**src/rtl/dmem_arbiter.sv**
```systemverilog
// Arbitrates the single-ported data memory between the CPU MEM stage and the debug/loader port.
// Starvation-counted priority, a debug lock mode for atomic bursts, and read-data return routing.
module dmem_arbiter #(
   parameter int unsigned DATA_WIDTH   = 32,
   parameter int unsigned ADDR_WIDTH   = 8,
   parameter int unsigned STARVE_LIMIT = 4
) (
   input  logic                  clk,
   input  logic                  rst,
   input  logic                  cpu_req,
   input  logic                  cpu_we,
   input  logic [ADDR_WIDTH-1:0] cpu_addr,
   input  logic [DATA_WIDTH-1:0] cpu_wdata,
   output logic                  cpu_stall,
   output logic [DATA_WIDTH-1:0] cpu_rdata,
   output logic                  cpu_rvalid,
   input  logic                  dbg_req,
   input  logic                  dbg_we,
   input  logic                  dbg_lock,
   input  logic [ADDR_WIDTH-1:0] dbg_addr,
   input  logic [DATA_WIDTH-1:0] dbg_wdata,
   output logic                  dbg_gnt,
   output logic [DATA_WIDTH-1:0] dbg_rdata,
   output logic                  dbg_rvalid,
   output logic                  mem_w,
   output logic                  mem_r,
   output logic [ADDR_WIDTH-1:0] mem_addr,
   output logic [DATA_WIDTH-1:0] mem_wdata,
   input  logic [DATA_WIDTH-1:0] mem_rdata
);

   typedef enum logic [1:0] {
      ST_CPU  = 2'd0,
      ST_DBG  = 2'd1,
      ST_LOCK = 2'd2
   } state_t;

   localparam logic [3:0] STARVE_LAST = 4'(STARVE_LIMIT - 1);

   state_t                state, state_nxt;
   logic                  cpu_gnt;
   logic [3:0]            starve_cnt;
   logic                  rd_pending;
   logic                  rd_owner;
   logic [DATA_WIDTH-1:0] cpu_rdata_q;
   logic [DATA_WIDTH-1:0] dbg_rdata_q;

   always_ff @(posedge clk) begin
      if (rst) state <= ST_CPU;
      else     state <= state_nxt;
   end

   // ST_DBG lasts exactly one cycle: a pending DBG request is always granted there.
   always_comb begin
      state_nxt = state;
      case (state)
         ST_CPU: begin
            if (cpu_gnt && dbg_req && starve_cnt == STARVE_LAST) state_nxt = ST_DBG;
            else if (dbg_gnt && dbg_lock)                           state_nxt = ST_LOCK;
         end
         ST_DBG:  state_nxt = (dbg_gnt && dbg_lock) ? ST_LOCK : ST_CPU;
         ST_LOCK: if (!dbg_lock) state_nxt = ST_CPU;
         default: state_nxt = ST_CPU;
      endcase
   end

   always_comb begin
      cpu_gnt = 1'b0;
      dbg_gnt = 1'b0;
      if (!rst) begin
         case (state)
            ST_CPU: begin
               cpu_gnt = cpu_req;
               dbg_gnt = dbg_req & ~cpu_req;
            end
            ST_DBG: begin
               dbg_gnt = dbg_req;
               cpu_gnt = cpu_req & ~dbg_req;
            end
            ST_LOCK: dbg_gnt = dbg_req;
            default: begin
               cpu_gnt = 1'b0;
               dbg_gnt = 1'b0;
            end
         endcase
      end
      cpu_stall = cpu_req & ~cpu_gnt & ~rst;
      mem_r     = (cpu_gnt & ~cpu_we) | (dbg_gnt & ~dbg_we);
      mem_w     = (cpu_gnt & cpu_we) | (dbg_gnt & dbg_we);
      mem_addr  = '0;
      mem_wdata = '0;
      if (cpu_gnt) begin
         mem_addr  = cpu_addr;
         mem_wdata = cpu_wdata;
      end else if (dbg_gnt) begin
         mem_addr  = dbg_addr;
         mem_wdata = dbg_wdata;
      end
   end

   always_ff @(posedge clk) begin
      if (rst)
         starve_cnt <= '0;
      else if (dbg_gnt || !dbg_req)
         starve_cnt <= '0;
      else if (state == ST_CPU && cpu_gnt && starve_cnt != 4'hF)
         starve_cnt <= starve_cnt + 4'd1;
   end

   // Read return: owner sees live mem_rdata, the other port keeps its last delivered word.
   always_ff @(posedge clk) begin
      if (rst) begin
         rd_pending  <= 1'b0;
         rd_owner    <= 1'b0;
         cpu_rdata_q <= '0;
         dbg_rdata_q <= '0;
      end else begin
         rd_pending <= mem_r;
         rd_owner   <= dbg_gnt;
         if (cpu_rvalid) cpu_rdata_q <= mem_rdata;
         if (dbg_rvalid) dbg_rdata_q <= mem_rdata;
      end
   end

   always_comb begin
      cpu_rvalid = rd_pending & ~rd_owner & ~rst;
      dbg_rvalid = rd_pending & rd_owner & ~rst;
      cpu_rdata  = '0;
      dbg_rdata  = '0;
      if (!rst) begin
         cpu_rdata = cpu_rvalid ? mem_rdata : cpu_rdata_q;
         dbg_rdata = dbg_rvalid ? mem_rdata : dbg_rdata_q;
      end
   end

endmodule

```
**config.mk**
```make
export PLATFORM = sky130hd
export DESIGN_NAME = dmem_arbiter
export DESIGN_NICKNAME = d
export VERILOG_FILES = /design/src/rtl/dmem_arbiter.sv
export SDC_FILE = /design/constraint.sdc
export NUM_CORES = 1
export LEC_CHECK = 0
export CORE_MARGIN = 2
export CORE_UTILIZATION = 38
export DETAILED_ROUTE_END_ITERATION = 10
export MAX_ROUTING_LAYER = met4
export PLACE_DENSITY_LB_ADDON = 0.15
export SLEW_MARGIN = 5
export SYNTH_ARGS = -nofsm -noshare
export SYNTH_HDL_FRONTEND = slang
export SYNTH_SLANG_ARGS = --single-unit
```
**constraint.sdc**
```tcl
create_clock -name clk -period 5.6 [get_ports clk]
set_input_delay 1.4 -clock clk [delete_from_list [all_inputs] [get_ports clk]]
set_output_delay 1.4 -clock clk [all_outputs]
set_load 0.005 [all_outputs]
```
## Yosys cells after proc, flatten, opt, wreduce, memory -nomap -nowiden

Cells that the tools add are included.

| operators by class | value |
|---|---|
| add/subtract/negate cells | 1 |
| equality and inequality tests | 6 |
| mux-type cells | 17 |
| bitwise operators | 21 |
| reductions and logical operators | 11 |

Operators with widths:

| kind | number |
|---|---|
| $mux W32 | 6 |
| $mux W8 | 2 |
| $and A1 B1 Y1 | 12 |
| $mux W2 | 4 |
| $not A1 Y1 | 7 |
| $pmux W2 S3 | 1 |
| $logic_and A1 B1 Y1 | 5 |
| $add A4 B1 Y4 const B | 1 |
| $eq A4 B2 Y1 const B | 1 |
| $ne A4 B4 Y1 const B | 1 |
| $pmux W1 S2 | 2 |
| $reduce_or A2 Y1 | 2 |
| $ne A3 B3 Y1 const B | 1 |
| $eq A2 B1 Y1 const B | 1 |
| $eq A2 B2 Y1 const B | 1 |
| $logic_not A2 Y1 | 1 |
| $mux W1 | 2 |
| $ne A2 B2 Y1 const B | 1 |
| $or A1 B1 Y1 | 2 |
| $reduce_and A2 Y1 | 1 |
| $logic_not A1 Y1 | 1 |
| $logic_or A1 B1 Y1 | 1 |

| storage, ports and cells | value |
|---|---|
| register bits after elaboration | 72 |
| bits of input ports | 119 |
| logic and storage cells | 62 |

## Longest topological paths before layout

Gate-level depths: netlist (run 1).

| depth | value |
|---|---|
| depth after elaboration | 8 |
| depth in mapped cells | 8 |
| mapped depth without buffers | 8 |

## Least setup slack after synthesis (run 1)

No wires, ideal clock.

| path | value |
|---|---|
| path type | input-to-output |
| start point | in rst |
| end point | out mem_addr[0] |
| data arrival time | 2379 ps |
| required time | 4200 ps |
| setup slack | 1821 ps |
| stages on the path | 7 |
| path buffers | 3 |
| cells stage by stage | buf_6 nand2b_4 buf_6 nor2_4 clkbuf_1 nand2_1 o21ai_0 |

| on the way | value |
|---|---|
| cells in the longest elaborated chain, start to end | 3 |
| elaborated cells between the ends (all ways) | 4 |
| those cells by class | mux (4) |

Ends and longest elaborated chain:

| item | line | source |
|---|---|---|
| from (decl) | 9 | `input logic rst,` |
| $mux W1 | 70 | `if (!rst) begin` |
| $mux W8 | 95 | `end else if (dbg_gnt) begin` |
| $mux W8 (*) | 92 | `if (cpu_gnt) begin` |
| to (decl) | 27 | `output logic [ADDR_WIDTH-1:0] mem_addr,` |

Every way passes the cells marked *; elsewhere a longest branch is shown, timed or not.

## Worst setup path after layout (run 1)

| path | value |
|---|---|
| start point | in dbg_req |
| end point | out mem_wdata[8] |

| on the way | value |
|---|---|
| cells in the longest elaborated chain, start to end | 5 |
| elaborated cells between the ends (all ways) | 9 |
| those cells by class | mux (6); bitwise (3) |

Ends and longest elaborated chain:

| item | line | source |
|---|---|---|
| from (decl) | 17 | `input logic dbg_req,` |
| $and A1 B1 Y1 or $not A1 Y1 (tied branches) | 74, 78 |  |
| $pmux W1 S2 or $and A1 B1 Y1 (tied branches) | 71, 78 |  |
| $mux W1 or $pmux W1 S2 (tied branches) | 70, 71 |  |
| $mux W32 or $mux W1 (tied branches) | 95, 70 |  |
| $mux W32 (*) | 92 |  |
| to (decl) | 28 | `output logic [DATA_WIDTH-1:0] mem_wdata,` |

Marks and branches as above.

==> run metrics, run 1 <==
post-synthesis mux area share 0.303%; status completed; port bufs 228; GPL Wtd Cong 0.919; Hold-fix buffers, CTS 0; Worst-Skew Late Latency 0.33 ns; sequential element share of the synthesized area 43.6%; Row Count 34; vias in the first global route 3661; Min-Delay Path Class reg -> reg; synth-to-layout area growth 76.8%; Longest Clk Path Bufs 2; Tmin final 4.93 ns; EDFF count, synth 0; Critical Path Sink Type primary output; final WL 11600 um; adder-cell share of the synthesized area 2.27%; max cap viols 0; core area 8590 um^2; Simple-Gate Fraction of Synth Area 28.6%; DR vias/cell 4.82; die height 97.3 um; Routed wire per std cell 14.6 um; clock skew 0.00912 ns; Yosys reg bits 72; die area 9460 um^2; syn nets 599; Die W 97.3 um; cell area after synthesis 3310 um^2; Initial Utilization 38.5%; clock sink total 72; Fin Setup TNS 0 ns; worst reg-to-reg path cell count 7; Synth area leaders dfxtp_1 44%, nand2_1 24%, a21oi_1 10%, o21ai_0 6.4%, clkbuf_1 3.2%; P_leak 2.03 nW; Vias 3833; most frequent cells after synthesis 211 x nand2_1, 72 x dfxtp_1, 66 x a21oi_1; worst vdd ir 0.192 mV; WP data required 4.20 ns; largest family of logic cells by synthesized area simple AND/OR/NAND/NOR gates; WS Path Type in -> out; H-Tree Depth 3; largest net degree at the start of global routing 83; initial antenna violation count 0; RSZ-0062 raised after global routing false; Mapped Cells 474; Post-CTS Setup Bufs 0; Final nets 808; top-area cell type share of the netlist area 43.6%; Slew Limit Fails 0; Final period util 88.0%; worst-margin pin slew 1.20 ns; # fillers 730; ANT nets after route 0; Final Worst Setup Slack 0.674 ns; hold depth 2; GRT Total Usage 24.4%; Max Fanout on Critical Path 38; Post-Synth XOR/XNOR Area 0.530%; Pre-antenna DRT Iters 4; Post-Syn Area per Cell 6.97 um^2; endpoints failing setup 0; Initial DRC Count 122; post-synthesis compound-gate area fraction 19.6%; Reg2Reg Setup Slack 3.75 ns; CP Data Arrival Time 3.53 ns; top-count cell post-synth nand2_1; # IOs 229; Detail Placement HPWL 8770 um; Distinct cells, synth 34; DRC violations left 0; normalized max-slew margin 20.1%; pwr dens 225 nW/um^2; area leader, netlist dfxtp_1; CTS tree yes; global-route wire length before repair 18400 um; layout cells sized above 1 4.22%; PostCTS Resize Cnt 0; TritonCTS buffer count 9; FMAX 203 MHz; antenna cells 0; clock-pin slew on the worst setup and hold paths 0.07 ns; DP Worst Slack 0.678 ns; GR Overflow Total 0; Critical Path Start Type input port; Root Buffer clkbuf_8; Post-synth top flop dfxtp_1; Synth Warn # 0; ys async rst share 0%; Hold Violations, Final 0
[cell families after synthesis]
group,Yosys count
AO/OA/AOI/OAI,118
XOR/XNOR,2
adder cells (fa/ha/maj),6
buffers and inverters,40
flip-flops,72
multiplexers,1
AND/OR/NAND/NOR,235
[cell type report]
cell class	instances	area (um^2)	share of cell area, %
inverters	4	15.0	0.257
clock buffers	10	128	2.18
repair buffers	234	2350	40.2
flip-flops and latches	72	1440	24.7
well taps	108	135	2.31
clock inverters	5	82.6	1.41
multi-input cells	362	1700	29.0
[sequential cells by signal (all words and copies together), names as in the netlist]
name	flops
rd_owner	1
rd_pending	1
dbg_rdata_q	32
cpu_rdata_q	32
state	2
starve_cnt	4
[metal layers]
metal  part of all wire [%]  global-route usage (%)  vias up
li1                       -                       -     1953
met1                     43                    30.2     1717
met2                     50                    40.8      148
met3                    6.2                    5.61       15
met4                    1.4                    5.98        0
met5                      0                       -        -
[path summary, 6_finish.rpt]
| check | to | start |
|---|---|---|
| max | mem_wdata[8] | dbg_req |
| min | dbg_rdata_q[23] | dbg_rdata_q[23] |
| max reg2reg | state[1] | state[0] |
| min reg2reg | dbg_rdata_q[23] | dbg_rdata_q[23] |
[placed cells by master, fill, tap and decap left out, types with 4 or more instances in the layout]
master / n
a21oi_1: 66
buf_4: 4
clkbuf_8: 9
clkdlybuf4s50_1: 227
dfxtp_1: 72
ha_1: 6
nand2_1: 211
nor2_1: 8
o21ai_0: 42
[power by group]
| part | internal, mW | switching (mW) | leakage, nW | total, mW |
|---|---|---|---|---|
| sequential | 0.532 | 0.00694 | 0.583 | 0.539 |
| clock | 0.249 | 0.187 | 0.106 | 0.437 |
| combinational | 0.195 | 0.143 | 1.34 | 0.338 |
| total | 0.976 | 0.337 | 2.03 | 1.31 |
[worst max-delay path, cell delays in order]
cell and delay, ns:
clkdlybuf4s50_1 0.55, nor3b_2 0.21, o21ai_1 0.17, inv_2 0.16, buf_12 0.21, nand2_1 0.07, o21ai_0 0.19, clkdlybuf4s50_1 0.56
[through the flow]
stage	cell area (um^2)	cells	hold WS (ns)	power, mW	utilization, %
after floorplan	3310	474	0.463	0.677	-
after global placement	5640	780	0.446	0.882	65.6
after detailed placement	5640	780	0.452	0.888	65.6
after CTS	5850	795	0.461	1.32	68.0
after global routing	5850	795	0.480	1.38	68.0
final	5850	795	0.462	1.31	68.0
Note: power is estimated with default switching activity, not from simulation.
==> run 2: changes to the inputs <==
SETUP_SLACK_MARGIN = 0.1   (was unset)
==> results of run 2 <==
No change in the layout: final DEF, timing and power equal those of run 1.
==> run 3: changes to the inputs <==
CORE_ASPECT_RATIO = 1.5   (was unset)
PLACE_DENSITY_LB_ADDON = 0.3   (was 0.15)
==> run 3 against run 2 <==
Net effect: cell area is 2.0% higher; clock skew is 0.0049 ns lower; first-iteration DRC count is 72% higher; combinational power is 5% higher; final cell count is 0.13% higher; sequential share of layout area is 0.49 points lower; utilization is 2.9 points higher; power is 14% higher; maximum frequency is 2.1% lower.
==> run metrics, run 3 (same netlist as run 1, synthesis figures left out) <==
final WL 13600 um (was 11600 um); Min-Delay Path Class reg -> reg (unchanged); commonest non-fill, non-tap cell in the layout clkdlybuf4s50_1 (unchanged); # fillers 657 (was 730); Vias 4060 (was 3833); hold depth 2 (unchanged); FF/Latch Area 1440 um^2 (unchanged); crit-path most repeated cell clkdlybuf4s50_1 (unchanged); Power Total 1.50 mW (was 1.31 mW); CP Data Arrival Time 3.63 ns (was 3.53 ns); # IOs 229 (unchanged); Final nets 809 (was 808); Die W 80.2 um (was 97.3 um); endpoints failing setup 0 (unchanged); Detail Placement HPWL 10500 um (was 8770 um); global-route wire length before repair 20300 um (was 18400 um); GPL Wtd Cong 0.893 (was 0.919); Reg2Reg Setup Slack 3.54 ns (was 3.75 ns); max cap viols 0 (unchanged); Initial DRC Count 210 (was 122); crit path buf inv count 3 (was 4); FMAX 199 MHz (was 203 MHz); Critical Path Sink Type primary output (unchanged); core area 8410 um^2 (was 8590 um^2); largest net degree at the start of global routing 67 (was 83); TritonCTS buffer count 9 (unchanged); GR Overflow Total 0 (unchanged); GRT Total Usage 29.0% (was 24.4%); Hold EP dbg_rdata_q[5] (was dbg_rdata_q[23]); die height 118 um (was 97.3 um); clock-pin slew on the worst setup and hold paths 0.06 ns (was 0.07 ns); slowest stage delay, CP 0.62 ns (was 0.56 ns); Root Buffer clkbuf_16 (was clkbuf_8); Crit Reg-Reg Endpoint cpu_rdata_q[15] (was state[1]); DR vias/cell 5.10 (was 4.82); WP data required 4.20 ns (about the same); synth-to-layout area growth 80.4% (was 76.8%); worst vdd ir 0.171 mV (was 0.192 mV); Critical Path Start Type input port (unchanged); Fin Setup TNS 0 ns (unchanged); pwr dens 252 nW/um^2 (was 225 nW/um^2); CP top delay family buffers and inverters (unchanged); status completed (unchanged); Pre-antenna DRT Iters 4 (unchanged); Final period util 89.9% (was 88.0%); vias in the first global route 3916 (was 3661); layout cells sized above 1 4.51% (was 4.22%); port bufs 228 (unchanged); CTS tree yes (unchanged); Worst-Skew Late Latency 0.33 ns (about the same); Routed wire per std cell 17.0 um (was 14.6 um); clock skew 0.00423 ns (was 0.00912 ns); Hold-fix buffers, CTS 0 (unchanged); Post-CTS Setup Bufs 0 (unchanged); clock sink total 72 (unchanged); Max Fanout on Critical Path 9 (was 38); H-Tree Depth 3 (unchanged); P_leak 2.08 nW (was 2.03 nW); most frequent cells in the layout 227 x clkdlybuf4s50_1, 211 x nand2_1, 72 x dfxtp_1 (unchanged); PostCTS Resize Cnt 0 (unchanged); footprint of the multi-input gates 1700 um^2 (unchanged); slowest CP cell clkdlybuf4s50_1 (unchanged); min-delay src dbg_rdata_q[5] (was dbg_rdata_q[23]); Hold Violations, Final 0 (unchanged); die area 9480 um^2 (was 9460 um^2); Longest Clk Path Bufs 2 (unchanged); initial antenna violation count 1 (was 0); RSZ-0062 raised after global routing false (unchanged); worst reg-to-reg path cell count 4 (was 7); ANT nets after route 0 (unchanged); RR Startpoint rd_pending (was state[0]); Initial Utilization 39.3% (was 38.5%); Regs by FF count cpu_rdata_q: 32 flops, dbg_rdata_q: 32 flops, starve_cnt: 4 flops (unchanged); DRC violations left 0 (unchanged); Row Count 41 (was 34); Tmin final 5.03 ns (was 4.93 ns); Slew Limit Fails 0 (unchanged); WS Path Type in -> out (unchanged); worst-margin pin slew 1.33 ns (was 1.20 ns); crit path cell chain clkdlybuf4s50_1 -> nor3b_2 -> o21ai_1 -> inv_2 -> nand2_1 -> o21ai_0 -> clkdlybuf4s50_1 (was clkdlybuf4s50_1 -> nor3b_2 -> o21ai_1 -> inv_2 -> buf_12 -> nand2_1 -> o21ai_0 -> clkdlybuf4s50_1); normalized max-slew margin 10.8% (was 20.1%)
==> run 3: cell count changes in the layout (fill, tap and decap cells not counted), sizes merged <==
cell / change
buf: +1
clkinv: -1
clkinvlp: +1
diode: +1
==> run 3: how the worst max path moves through the flow <==
stage,start,endpoint,depth (start not counted)
floorplan,rst,mem_addr[0],7
global placement,dbg_req,mem_wdata[20],7
detailed placement,dbg_req,mem_wdata[20],7
CTS,dbg_req,mem_wdata[14],8
global route,dbg_req,mem_wdata[31],8
finish,dbg_req,mem_wdata[20],7
==> run 3: worst register-to-register path: stages (launching register included) <==
cell     delay (ns)
dfxtp_1        0.35
nor2b_2        1.05
buf_4          0.30
nand2_1        0.06
a21oi_1        0.20
==> run 3: metal layers <==
layer | vias up | global-route usage (%) | wire length (um) | part of all wire [%]
met2 | 215 | 47.7 | 6620 | 49
met4 | 0 | 9.96 | 272 | 2.0
met3 | 21 | 7.94 | 1500 | 11
met1 | 1860 | 33.6 | 5160 | 38
li1 | 1964 | - | - | -
met5 | - | - | 0 | 0
==> run 3: stage by stage <==
step	setup slack, ns	area [um^2]	hold WS (ns)	cells	util, %
after global routing	0.419	5960	0.481	796	70.9
after detailed placement	0.603	5640	0.454	780	67.1
after CTS	0.591	5960	0.461	795	70.9
final	0.566	5960	0.461	796	70.9
after floorplan	1.82	3310	0.463	474	-
after global placement	0.681	5640	0.446	780	67.1
==> run 3: power by group <==
part / internal, mW / switching, mW / total, mW / leakage, nW
logic: 0.196 / 0.158 / 0.354 / 1.34
registers: 0.533 / 0.00681 / 0.539 / 0.583
clock network: 0.399 / 0.209 / 0.608 / 0.155
==> run 3: final cells by class <==
| type | count | share of cell area (%) |
|---|---|---|
| Antenna cell | 1 | 0.0420 |
| Tap cell | 107 | 2.24 |
| Multi-Input combinational cell | 362 | 28.4 |
| Sequential cell | 72 | 24.2 |
| Inverter | 4 | 0.252 |
| Clock inverter | 5 | 1.36 |
| Timing Repair Buffer | 235 | 39.5 |
| Clock buffer | 10 | 4.01 |
==> RTL edit 1, RTL diff (flow settings as in run 3) <==
`ADDR_WIDTH`: 8 -> 9.
--- a/src/rtl/dmem_arbiter.sv
+++ b/src/rtl/dmem_arbiter.sv
@@ -2,7 +2,7 @@
 // Starvation-counted priority, a debug lock mode for atomic bursts, and read-data return routing.
 module dmem_arbiter #(
    parameter int unsigned DATA_WIDTH   = 32,
-   parameter int unsigned ADDR_WIDTH   = 8,
+   parameter int unsigned ADDR_WIDTH   = 9,
    parameter int unsigned STARVE_LIMIT = 4
 ) (
    input  logic                  clk,
Ports: changed (resized cpu_addr, dbg_addr and mem_addr); port bits go from 229 to 232. No check against the original RTL was run, so the function may have changed too.
==> RTL edit 1 against run 3 <==
- final area barely moved
- utilization shrank 0.37 points
- power shrank 3.0%
- wire length shrank 7.9%
- setup slack lost 0.088 ns
- synthesized area increased by 0.45%
- global-route usage down 2.9 points
- sequential cell count did not move
- non-clock buffer count increased by 3
- via count down 2.1%
- cell count increased by 0.63%
- synthesized cell count increased by 0.63%
- register-to-register slack got worse by 0.20 ns
==> RTL edit 1: results (changes against run 3) <==
Met2 Wirelength=5860 um (-11%); slowest stage delay, CP=0.53 ns (-0.09 ns); # clk buffers=13 (+3); NonClk Buf Share=39.7% (+0.26 points); GR Layer Usage met1=26.8% (-6.8 points); final net count=817 (+0.99%); hold endpoint=cpu_rdata_q[6]; bufs w/o clock=238 (+1.3%); hold_sp=cpu_rdata_q[6]; outcome=completed; Initial DRC Count=194 (-7.6%); antenna violations before repair=0 (-1); fill count=702 (+6.8%); Port Buf Inserts=231 (+1.3%); worst-path fanout max=35 (+26); met1 wire length=4710 um (-8.8%); met2 usage=42.2% (-5.5 points); post-synthesis mux area share=0.301% (-0.0014 points); grt met3 use=13.5% (+5.6 points); largest cells by area after synthesis=dfxtp_1 43%, nand2_1 24%, a21oi_1 9.9%; Netlist cell types=35 (+2.9%); multi-input gates=365 (+0.83%); largest net degree at the start of global routing=62 (-7.5%); sequential fraction of the synthesis area=43.4% (-0.20 points); Arr. time, crit path=3.72 ns (+0.09 ns); Layout Skew=0.00759 ns (+0.00336 ns); worst reg2reg path depth=9 (+5); VDD IR-drop max=0.289 mV (+69%); Internal Power=1.10 mW (-2.6%); met3 wire length=1620 um (+7.9%); first-pass GRT wire length=18700 um (-8.2%)
## RTL edit 1: power by group through the flow
stage | Clock [mW] | Combinational (mW) | Sequential, mW
final | 0.567 | 0.350 | 0.539
after global routing | 0.597 | 0.380 | 0.541
after CTS | 0.574 | 0.352 | 0.540
after detailed placement | 0 | 0.349 | 0.550
after global placement | 0 | 0.344 | 0.549
after floorplan | 0 | 0.133 | 0.548
## RTL edit 1: metrics by stage
step / setup slack [ns] / hold slack, ns / utilization [%] / area (um2) / std cells
floorplan: 1.85 / 0.463 / - / 3320 / 477
global placement: 0.557 / 0.444 / 67.0 / 5670 / 786
detailed placement: 0.488 / 0.452 / 67.0 / 5670 / 786
CTS: 0.474 / 0.461 / 70.5 / 5970 / 801
global route: 0.224 / 0.473 / 70.5 / 5970 / 801
finish: 0.478 / 0.460 / 70.5 / 5970 / 801
## RTL edit 1: cell families (layout without fill, tap and decap cells)
logic type | after synthesis | count (layout)
fa+ha+maj | 6 | 6
mux | 1 | 1
xor+xnor | 2 | 2
buf+inv | 40 | 257
flops | 72 | 72
simple gates | 237 | 237
compound gates | 119 | 119
## RTL edit 1: worst max path at each step
| stage | startpoint | endpoint | slack, ns | cells past startpoint |
|---|---|---|---|---|
| after global routing | dbg_req | mem_wdata[1] | 0.22 | 8 |
| after floorplan | rst | mem_wdata[10] | 1.85 | 7 |
| final | dbg_req | mem_wdata[4] | 0.48 | 8 |
| after global placement | dbg_req | mem_wdata[9] | 0.56 | 8 |
| after detailed placement | dbg_req | mem_wdata[4] | 0.49 | 8 |
| after CTS | dbg_req | mem_wdata[4] | 0.47 | 8 |
## RTL edit 1: critical path: cells and delay by family
family / cells / cell delay (ns)
and+or+nand+nor: 2 / 0.30
buffers and inverters: 4 / 1.74
AOI/OAI and AO/OA: 2 / 0.27
==> RTL edit 2, RTL diff (settings of run 3) <==
Made on the original files. Put a register stage on the output `dbg_rdata`, cleared by the reset. The value now appears one clock later. The other outputs are not delayed to match.
--- a/src/rtl/dmem_arbiter.sv
+++ b/src/rtl/dmem_arbiter.sv
@@ -36,6 +36,8 @@
    } state_t;
 
    localparam logic [3:0] STARVE_LAST = 4'(STARVE_LIMIT - 1);
+
+   logic [DATA_WIDTH-1:0] dbg_rdata_d;
 
    state_t                state, state_nxt;
    logic                  cpu_gnt;
@@ -126,10 +128,18 @@
       cpu_rvalid = rd_pending & ~rd_owner & ~rst;
       dbg_rvalid = rd_pending & rd_owner & ~rst;
       cpu_rdata  = '0;
-      dbg_rdata  = '0;
+      dbg_rdata_d = '0;
       if (!rst) begin
          cpu_rdata = cpu_rvalid ? mem_rdata : cpu_rdata_q;
-         dbg_rdata = dbg_rvalid ? mem_rdata : dbg_rdata_q;
+         dbg_rdata_d = dbg_rvalid ? mem_rdata : dbg_rdata_q;
+      end
+   end
+
+   always_ff @(posedge clk) begin
+      if (rst) begin
+         dbg_rdata <= '0;
+      end else begin
+         dbg_rdata <= dbg_rdata_d;
       end
    end
 
Check against the original RTL: not equivalent (Yosys sat finds a counterexample within 4 cycles, from zero or initial values and one cycle with rst high).
==> RTL edit 2 against run 3 <==
- largest power group unchanged
- final area down 0.50%
- sequential power about the same
- non-clock buffer count down 2
- power down 3.4%
- synthesized area down 0.42%
- setup slack worse by 0.24 ns
- sequential cell count unchanged
- wire length down 13%
- largest cell class unchanged
- sequential share of layout area up 0.12 points
==> RTL edit 2: results (changes against run 3) <==
outcome=completed; clk cell area share=5.19% (-0.18 points); worst-path fanout max=45 (+36); GR Layer Usage met1=26.1% (-7.5 points); Layout Skew=0.00359 ns (-0.000644 ns); VDD IR-drop max=0.191 mV (+11%); Initial DRC Count=158 (-25%); critical path endpoint=mem_wdata[17]; first-pass GRT wire length=18100 um (-11%); DRT Wirelength=11700 um (-13%); GP Congestion=0.812 (-9.1%); DP Cell Count=781 (+0.13%); Met2 Wirelength=5890 um (-11%); antenna violations before repair=0 (-1); diodes inserted=0 (-1); area grow syn2layout=80.3% (about the same); hold endpoint=dbg_rdata[19]; layout cells sized above 1=3.91% (-0.59 points); fraction of area in multi-input gates=28.5% (+0.081 points); worst reg2reg path depth=6 (+2); multi-input gates=364 (+0.55%); Post-Synthesis Net Count=603 (+0.67%); vias per inst=4.91 (-3.8%); bufs w/o clock=233 (-0.85%); WL per Instance=14.7 um (-14%); measured slew at the worst slew-check pin=1.23 ns (-0.103 ns); sequential fraction of the synthesis area=43.8% (+0.18 points); r2r endpoint=state[0]; Lkg Pwr=2.07 nW (-0.77%); most common library cells after synthesis=210 x nand2_1, 72 x dfxtp_1, 66 x a21oi_1
[RTL edit 2: cell types whose count changed after synthesis, moves of 2 or more]
cell | run 3 | this run
nand3b_1 | 2 | 0
inv_1 | 3 | 5
a31oi_1 | 0 | 3
clkbuf_1 | 28 | 30
nor2_1 | 8 | 6
nand2b_1 | 3 | 5
o22ai_1 | 0 | 2
o21a_1 | 0 | 2
o32ai_1 | 2 | 0
[RTL edit 2: power breakdown]
group / switching, mW / leakage [nW] / internal, mW
registers: 0.00781 / 0.583 / 0.533
logic: 0.144 / 1.33 / 0.194
clock network: 0.206 / 0.148 / 0.367
[RTL edit 2: logic make-up after synthesis]
group                      count (synthesis)  share of synthesized area, %
and+or+nand+nor                          236                          29.1
buffers and inverters                     42                          5.21
DFF                                       72                          43.8
muxes                                      1                         0.304
xor gates and xnor gates                   2                         0.532
AOI/OAI and AO/OA                        119                          18.8
adders and majority gates                  6                          2.28
